<file path="config.mk">
export PLATFORM = sky130hd
export DESIGN_NAME = rr_arb_mux_flat
export DESIGN_NICKNAME = d
export VERILOG_FILES = /design/src/rtl/rr_arb_mux_if.sv /design/src/rtl/rr_arb_mux.sv /design/src/flat_wrapper.sv
export SDC_FILE = /design/constraint.sdc
export NUM_CORES = 1
export LEC_CHECK = 0
export ABC_AREA = 1
export BUFFER_PORTS_ARGS = -buffer_cell sky130_fd_sc_hd__buf_2
export CORE_MARGIN = 5
export CORE_UTILIZATION = 46
export CTS_CLUSTER_SIZE = 25
export DETAILED_ROUTE_END_ITERATION = 8
export GPL_TIMING_DRIVEN = 0
export PLACE_DENSITY = 0.84
export SYNTH_ARGS = -nofsm -noshare
export SYNTH_HDL_FRONTEND = slang
export SYNTH_SLANG_ARGS = --single-unit
</file>
<file path="constraint.sdc">
create_clock -name clk -period 3.35 [get_ports clk]
set_input_delay 0.335 -clock clk [delete_from_list [all_inputs] [get_ports clk]]
set_output_delay 0.335 -clock clk [all_outputs]
set_load 0.02 [all_outputs]
</file>
<file path="src/rtl/rr_arb_mux_if.sv">
// Handshake bundle between N producers, the arbitrated mux and its single consumer.
interface rr_arb_mux_if #(
    parameter int unsigned WIDTH = 32,
    parameter int unsigned N     = 4
);
    localparam int unsigned SEL_W = (N > 1) ? $clog2(N) : 1;

    logic [N-1:0]       in_valid;
    logic [N-1:0]       in_ready;
    logic [N*WIDTH-1:0] in_data;
    logic               out_valid;
    logic               out_ready;
    logic [WIDTH-1:0]   out_data;
    logic [SEL_W-1:0]   out_sel;

    // Arbiter side
    modport slave (
        input  in_valid,
        input  in_data,
        input  out_ready,
        output in_ready,
        output out_valid,
        output out_data,
        output out_sel
    );

    // Producer/consumer side
    modport master (
        output in_valid,
        output in_data,
        output out_ready,
        input  in_ready,
        input  out_valid,
        input  out_data,
        input  out_sel
    );
endinterface

</file>
<file path="src/rtl/rr_arb_mux.sv">
// N-channel arbitrated mux: round-robin or fixed-priority grant into one output register.
module rr_arb_mux #(
    parameter int unsigned WIDTH     = 32,
    parameter int unsigned N         = 4,
    parameter int unsigned FIXED_PRI = 0
) (
    input logic         clk,
    input logic         reset_n,
    rr_arb_mux_if.slave bus
);
    localparam int unsigned SEL_W = (N > 1) ? $clog2(N) : 1;
    localparam int unsigned IDX_W = SEL_W + 1;

    logic [SEL_W-1:0] ptr_q;
    logic [SEL_W-1:0] ptr_d;
    logic             out_valid_q;
    logic             out_valid_d;
    logic [WIDTH-1:0] out_data_q;
    logic [WIDTH-1:0] out_data_d;
    logic [SEL_W-1:0] out_sel_q;
    logic [SEL_W-1:0] out_sel_d;

    logic [SEL_W-1:0] base_c;
    logic [N-1:0]     grant_c;
    logic [SEL_W-1:0] grant_idx_c;
    logic             grant_any_c;
    logic             load_en_c;
    logic [N-1:0]     in_ready_c;
    logic             xfer_c;

    // Search start: the rr pointer, or channel 0 when priority is fixed
    assign base_c = (FIXED_PRI != 0) ? '0 : ptr_q;

    // Rotate requests so the search start sits at bit 0, pick the lowest, rotate the index back
    always_comb begin
        logic [2*N-1:0]   dbl;
        logic [N-1:0]     rot;
        logic [IDX_W-1:0] sum;
        int               off;
        dbl         = {bus.in_valid, bus.in_valid} >> base_c;
        rot         = N'(dbl);
        grant_any_c = |rot;
        off         = 0;
        for (int j = int'(N) - 1; j >= 0; j--) begin
            if (rot[j]) begin
                off = j;
            end
        end
        sum = IDX_W'(base_c) + IDX_W'(off);
        if (sum >= IDX_W'(N)) begin
            sum = sum - IDX_W'(N);
        end
        grant_idx_c = SEL_W'(sum);
        grant_c     = '0;
        for (int i = 0; i < int'(N); i++) begin
            grant_c[i] = grant_any_c && (grant_idx_c == SEL_W'(i));
        end
    end

    // Register can take a word when empty or when its word leaves this cycle
    assign load_en_c  = ~out_valid_q | bus.out_ready;
    assign in_ready_c = grant_c & {N{load_en_c & reset_n}};
    assign xfer_c     = |in_ready_c;

    // Next state: load on transfer, drop valid on drain, otherwise hold
    always_comb begin
        out_valid_d = out_valid_q;
        out_data_d  = out_data_q;
        out_sel_d   = out_sel_q;
        ptr_d       = ptr_q;
        if (xfer_c) begin
            out_valid_d = 1'b1;
            out_sel_d   = grant_idx_c;
            for (int i = 0; i < int'(N); i++) begin
                if (grant_c[i]) begin
                    out_data_d = bus.in_data[i*WIDTH +: WIDTH];
                end
            end
            if (FIXED_PRI == 0) begin
                ptr_d = (grant_idx_c == SEL_W'(N - 1)) ? '0 : grant_idx_c + SEL_W'(1);
            end
        end else if (out_valid_q && bus.out_ready) begin
            out_valid_d = 1'b0;
        end
    end

    // Output register and rr pointer
    always_ff @(posedge clk or negedge reset_n) begin
        if (!reset_n) begin
            out_valid_q <= 1'b0;
            out_data_q  <= '0;
            out_sel_q   <= '0;
            ptr_q       <= '0;
        end else begin
            out_valid_q <= out_valid_d;
            out_data_q  <= out_data_d;
            out_sel_q   <= out_sel_d;
            ptr_q       <= ptr_d;
        end
    end

    assign bus.in_ready  = in_ready_c;
    assign bus.out_valid = out_valid_q;
    assign bus.out_data  = out_data_q;
    assign bus.out_sel   = out_sel_q;
endmodule

</file>
<file path="src/flat_wrapper.sv">
// flat-port wrapper written by rule: the top's interface ports become plain ports
module rr_arb_mux_flat 
#(
    parameter int unsigned WIDTH     = 32,
    parameter int unsigned N         = 4,
    parameter int unsigned FIXED_PRI = 0
)
  (clk, reset_n, bus_in_valid, bus_in_data, bus_out_ready, bus_in_ready, bus_out_valid, bus_out_data, bus_out_sel);
  rr_arb_mux_if #(.WIDTH(WIDTH), .N(N)) bus_i ();
  input logic clk;
  input logic reset_n;
  input wire logic [$bits(bus_i.in_valid)-1:0] bus_in_valid;
  input wire logic [$bits(bus_i.in_data)-1:0] bus_in_data;
  input wire logic [$bits(bus_i.out_ready)-1:0] bus_out_ready;
  output wire logic [$bits(bus_i.in_ready)-1:0] bus_in_ready;
  output wire logic [$bits(bus_i.out_valid)-1:0] bus_out_valid;
  output wire logic [$bits(bus_i.out_data)-1:0] bus_out_data;
  output wire logic [$bits(bus_i.out_sel)-1:0] bus_out_sel;
  assign bus_i.in_valid = bus_in_valid;
  assign bus_i.in_data = bus_in_data;
  assign bus_i.out_ready = bus_out_ready;
  assign bus_in_ready = bus_i.in_ready;
  assign bus_out_valid = bus_i.out_valid;
  assign bus_out_data = bus_i.out_data;
  assign bus_out_sel = bus_i.out_sel;
  rr_arb_mux #(.WIDTH(WIDTH), .N(N), .FIXED_PRI(FIXED_PRI)) u_core (.clk(clk), .reset_n(reset_n), .bus(bus_i));
endmodule
</file>
==> flow_summary.yaml, run 1 <==
final_layout:
  fin_nets: 832
  regArea_sq_um: 927
  fill_cells: 669
  multi_input_area_sq_um: 1660
  fin_cells: 776
  area_growth_pct: 33.2
  layout_common_cells: "buf_2 (185), nand2_1 (174), inv_1 (99)"
  n_antenna_cell: 0
  final_util: 0.625
  layout_commonest_cell: "buf_2"
  drive_above_1_share: 0.312
synth:
  seq_area_frac_synth: 0.292
  syn-mean-instance-area_sq_um: 6.13
  synth_xor_area_frac: 0.00276
  synth_fa_ha_area_frac: 0.00395
  synth_cell_types: 23
  synth_seq_cells: 37
  synth_top_family_by_area: "simple AND/OR/NAND/NOR gates"
  synth_top_area_frac: 0.292
  synth_fp_nets: 653
  yosys-top-cells-area: "dfrtp_1 (29%), nand2_1 (21%), inv_1 (12%)"
  async_flop_share: 1.00
  synth-simple-area-share: 0.378
  synth_edf_count: 0
  yosys_warnings: 0
  ys.flop_type: "dfrtp_1"
  yosysTopAreaCell: "dfrtp_1"
  synthMuxAreaShare: 0
  synth_area_sq_um: 3170
  synth_compound_area_frac: 0.138
  syn-instance-count: 517
global_routing:
  overflow: 0
  grt.total_usage: 0.246
  first_global_vias: 3852
  grt_max_degree: 39
  grt_pass1_wl_um: 17500
  grt_antenna_before_repair: 0
route:
  drtPass1Iterations: 5
  drtIter0Drc: 213
  viasPerCell: 5.14
  wire_per_inst_um: 14.2
  vias: 3988
  ant_nets: 0
  routed_wl_um: 11000
  route.detailed.drc: 0
power:
  ir_drop_uv: 671
  pwr-share-clk: 0.056
  leakagePower_nw: 2.71
  p_per_area_nw_per_um2: 1360
  switching_share: 0.576
  comb_power_share: 0.801
  p_sw_mw: 3.30
  p_int_mw: 2.43
  pwr-share-seq: 0.143
  p_total_mw: 5.73
clock_network:
  cts.sink_count: 37
  cts.path.max_buffers: 2
  clk_latency_ns: 0.28
  cts-root-buf: "clkbuf_8"
  path_clk_slew_ns: 0.08
  cts_tree: "done"
  h-tree-depth: 2
  post-cts-setup-buffer-count: 0
  cts_buffers: 5
run:
  cap_viol_max_count: 0
sta:
  period_share: 0.920
  relSlewSlack: 0.405
  rsz0062_at_grt: "false"
  min_period_ns: 3.08
  maxSlewViolCount: 0
  fin_worst_skew_ns: 0.00933
  timing.fmax_mhz: 324
  hold_violations: 0
  fin_ws_ns: 0.268
  setup_viol: 0
  worst_slew_pin_slew_ns: 0.892
  tns_ns: 0
worst_setup_path:
  worst_ep_arrival_time_ns: 2.75
  cp-end-kind: "output port"
  path_class: "flip-flop to output port"
  crit_path_start_kind: "flip-flop"
  worstPathMaxFanout: 10
  cp_data_required_time_ns: 3.01
placed_design:
  place_congestion: 0.895
  place_hpwl_um: 8320
  dp_cells: 770
  port-buffer-count: 173
  place_ws_ns: 0.331
floorplanning:
  start_util: 0.469
  die_area_sq_um: 8650
  core_area_sq_um: 6760
  chipHeight_um: 93.0
  ios: 174
  dieWidth_um: 93.0
  rows: 30
worst_hold_path:
  hp-class: "input port to async pin"
run_status:
  status: "finished clean"
[area by class of cell]
| class | count | share of cell area |
|---|---|---|
| Multi-Input combinational cell | 340 | 0.393 |
| Sequential cell | 37 | 0.220 |
| Timing Repair Buffer | 173 | 0.205 |
| Inverter | 106 | 0.0942 |
| Buffer | 33 | 0.0436 |
| Tap cell | 80 | 0.0237 |
| Clock buffer | 7 | 0.0204 |
[state kept, by name (all words and copies together), names as in the netlist]
register              cells
u_core.bus.out_data      32
u_core.bus.out_sel        2
u_core.base_c             2
u_core.bus.out_valid      1
[kinds of logic after synthesis]
group           count (synthesis)
flops                          37
buf+inv                       140
simple gates                  267
fa+ha+maj                       1
compound gates                 71
xor+xnor                        1
[metrics by stage]
step           hold WS, ns  cell area, sq um
2_1_floorplan       0.0394              3170
3_3_place_gp         0.457              4140
3_5_place_dp         0.460              4140
4_1_cts              0.196              4220
5_1_grt              0.235              4220
6_report             0.175              4220
[power by group through the flow]
stage	sequential, mW	combinational [mW]	clock [mW]
after CTS	0.819	4.54	0.331
final	0.822	4.59	0.320
after global routing	0.849	5.10	0.348
after floorplan	1.07	3.13	0
after global placement	0.817	4.44	0
after detailed placement	0.822	4.54	0
[per-layer routing]
metal	routed length, um	up-vias	global-route usage
li1	-	1989	-
met1	4750	1796	0.326
met2	5240	191	0.421
met3	922	12	0.0483
met4	106	0	0.0464
met5	0	-	0
[path summary, 6_finish.rpt]
kind,start,to,slack (ns),cells after the start
max,u_core.base_c[0],bus_in_ready[1],0.27,13
min,reset_n,u_core.bus.out_data[28],0.17,1
max reg2reg,u_core.base_c[0],u_core.bus.out_data[4],0.60,15
min reg2reg,u_core.bus.out_data[11],u_core.bus.out_data[11],0.48,2
max in group asynchronous,reset_n,u_core.base_c[0],2.57,1
min in group clk,bus_out_ready,u_core.bus.out_valid,0.25,2
[timing repair]
action / CTS / global route
gates resized for setup: 0 / 2
hold buffers: 0 / 0
setup endpoints to repair: 0 / 2
[worst max-delay path, cell delays in order, from the launching register on]
cell and delay, ns:
dfrtp_2 0.45, inv_2 0.10, nand2_1 0.07, nand3_1 0.08, nand2_1 0.09, nand3_1 0.07
a21boi_0 0.09, ha_2 0.44, inv_1 0.14, nor2_4 0.24, nand3_2 0.17, buf_2 0.23
nor2_1 0.11, buf_2 0.19
[synth_stat cells (3+ instances only)]
cell        n
nand3_1    41
buf_2      12
nor2_1      9
nand2_1   174
buf_6       6
o21ai_0    37
inv_2       7
inv_1      99
o211ai_1   32
nand2_2     3
dfrtp_1    37
clkbuf_1   15
nand4_1    32
Power figures use the tool's default switching activity.
==> run 2: changes to the inputs <==
--- a/config.mk
+++ b/config.mk
@@ -6,13 +6,12 @@
 export NUM_CORES = 1
 export LEC_CHECK = 0
 export ABC_AREA = 1
-export BUFFER_PORTS_ARGS = -buffer_cell sky130_fd_sc_hd__buf_2
-export CORE_MARGIN = 5
-export CORE_UTILIZATION = 46
+export CORE_UTILIZATION = 26
 export CTS_CLUSTER_SIZE = 25
 export DETAILED_ROUTE_END_ITERATION = 8
+export DONT_BUFFER_PORTS = 1
 export GPL_TIMING_DRIVEN = 0
-export PLACE_DENSITY = 0.84
+export PLACE_DENSITY = 0.41
 export SYNTH_ARGS = -nofsm -noshare
 export SYNTH_HDL_FRONTEND = slang
 export SYNTH_SLANG_ARGS = --single-unit
==> flow_summary.yaml, run 2 (synthesis gave the netlist of run 1 again) <==
clock_network:
  cts-root-buf: "clkbuf_16"
  clk_latency_ns: 0.28
  cts_tree: "done"
  cts.path.max_buffers: 2
  h-tree-depth: 2
  cts.sink_count: 37
  cts_buffers: 5
  path_clk_slew_ns: 0.06
run:
  cap_viol_max_count: 0
floorplanning:
  dieWidth_um: 112
  rows: 39
  start_util: 0.272
  die_area_sq_um: 12600
  core_area_sq_um: 11700
  ios: 174
  chipHeight_um: 112
placed_design:
  port-buffer-count: 0
  place_hpwl_um: 8620
  place_congestion: 0.795
sta:
  fin_worst_skew_ns: 0.00397
  period_share: 0.934
  timing.fmax_mhz: 320
  worst_slew_pin_slew_ns: 0.701
  relSlewSlack: 0.528
  setup_viol: 0
  tns_ns: 0
  min_period_ns: 3.13
  maxSlewViolCount: 0
  hold_violations: 0
final_layout:
  layout_common_cells: "nand2_1 (174), inv_1 (99), nand3_1 (41)"
  n_antenna_cell: 0
  fin_nets: 661
  area_growth_pct: 11.6
  drive_above_1_share: 0.0914
  layout_commonest_cell: "nand2_1"
  largest_reg_flops: 32
worst_setup_path:
  worstPathMaxFanout: 10
  cp-end-kind: "output port"
  worst_ep_arrival_time_ns: 2.79
  cp_data_required_time_ns: 3.01
  critPathMaxStageDelay_ns: 0.45
  cp_slowest_cell: "dfrtp_1"
  cpLargestDelayFamily: "simple AND/OR/NAND/NOR gates"
  path_class: "flip-flop to output port"
  crit_path_start_kind: "flip-flop"
  crit_buf_inv: 3
  crit_chain: "inv_2 -> nand2_1 -> nand3_1 -> nand2_1 -> nand3_1 -> a21boi_0 -> ha_2 -> inv_1 -> nor2_4 -> nand3_2 -> buf_2 -> nor2_2"
global_routing:
  grt.total_usage: 0.184
  grt_max_degree: 38
  grt_antenna_before_repair: 0
  grt_pass1_wl_um: 17600
  first_global_vias: 3274
  overflow: 0
route:
  drtIter0Drc: 110
  routed_wl_um: 11500
  vias: 3278
  route.detailed.drc: 0
  wire_per_inst_um: 17.2
  ant_nets: 0
  viasPerCell: 4.91
  drtPass1Iterations: 6
worst_hold_path:
  hp-class: "input port to flip-flop"
run_status:
  status: "finished clean"
## run 2: stage by stage
| step | instance area (sq um) | util | instances | worst slack [ns] | hold slack [ns] |
|---|---|---|---|---|---|
| floorplan | 3170 | - | 517 | 0.759 | 0.0394 |
| global placement | 3350 | 0.287 | 660 | 0.132 | 0.0402 |
| detailed placement | 3350 | 0.287 | 660 | 0.128 | 0.0403 |
| CTS | 3530 | 0.303 | 668 | 0.0697 | 0.143 |
| global route | 3540 | 0.303 | 668 | -0.000743 | 0.155 |
| finish | 3540 | 0.303 | 668 | 0.221 | 0.145 |
## run 2: worst reg2reg max path: stages, from the launching register on
cell and delay, ns:
dfrtp_1 0.45, inv_2 0.12, nand2_1 0.07, nand3_1 0.07, nand2_1 0.09, nand3_1 0.07
a21boi_0 0.08, ha_2 0.44, inv_1 0.15, nor2_4 0.25, clkbuf_1 0.39, nand4_1 0.19
nand3_1 0.12, nand2_1 0.07, nand2_1 0.06, nand2_1 0.04
## run 2: final cells by class
type | count | area (sq um)
Buffer | 33 | 184
Clock buffer | 7 | 143
Fill cell | 1329 | 8120
Inverter | 106 | 398
Multi-Input combinational cell | 340 | 1670
Sequential cell | 37 | 926
Tap cell | 143 | 179
Timing Repair Buffer | 2 | 37.5
## run 2: path summary, 6_finish.rpt
| path | slack [ns] | cells after the start | startpoint | to |
|---|---|---|---|---|
| max reg2reg | 0.58 | 15 | u_core.base_c[0] | u_core.bus.out_data[3] |
| max in group asynchronous | 2.58 | 2 | reset_n | u_core.bus.out_data[0] |
| max | 0.22 | 12 | u_core.base_c[0] | bus_in_ready[1] |
| min reg2reg | 0.62 | 2 | u_core.bus.out_data[21] | u_core.bus.out_data[21] |
| min in group asynchronous | 0.56 | 2 | reset_n | u_core.bus.out_data[17] |
| min | 0.15 | 1 | bus_out_ready | u_core.bus.out_valid |
## run 2: repair_timing
| action | in CTS | in global routing |
|---|---|---|
| gates resized for setup | 1 | 4 |
| endpoints found under the hold margin | 37 | 0 |
| buffers inserted | 0 | 0 |
| pin swaps | 0 | 1 |
| cloned | 0 | 0 |
| hold buffers | 2 | 0 |
| setup endpoints to repair | 1 | 3 |
## run 2: layer usage
metal / vias up / share of wire / GRT usage
met1: 1500 / 0.43 / 0.224
met3: 8 / 0.082 / 0.0643
met5: - / 0 / 0
li1: 1644 / - / -
met2: 126 / 0.48 / 0.313
met4: 0 / 0.012 / 0.0444
Power of run 2 is left out: the tool's default activity adds up to more than one toggle a clock period on the data nets, which glitch-free logic cannot reach.
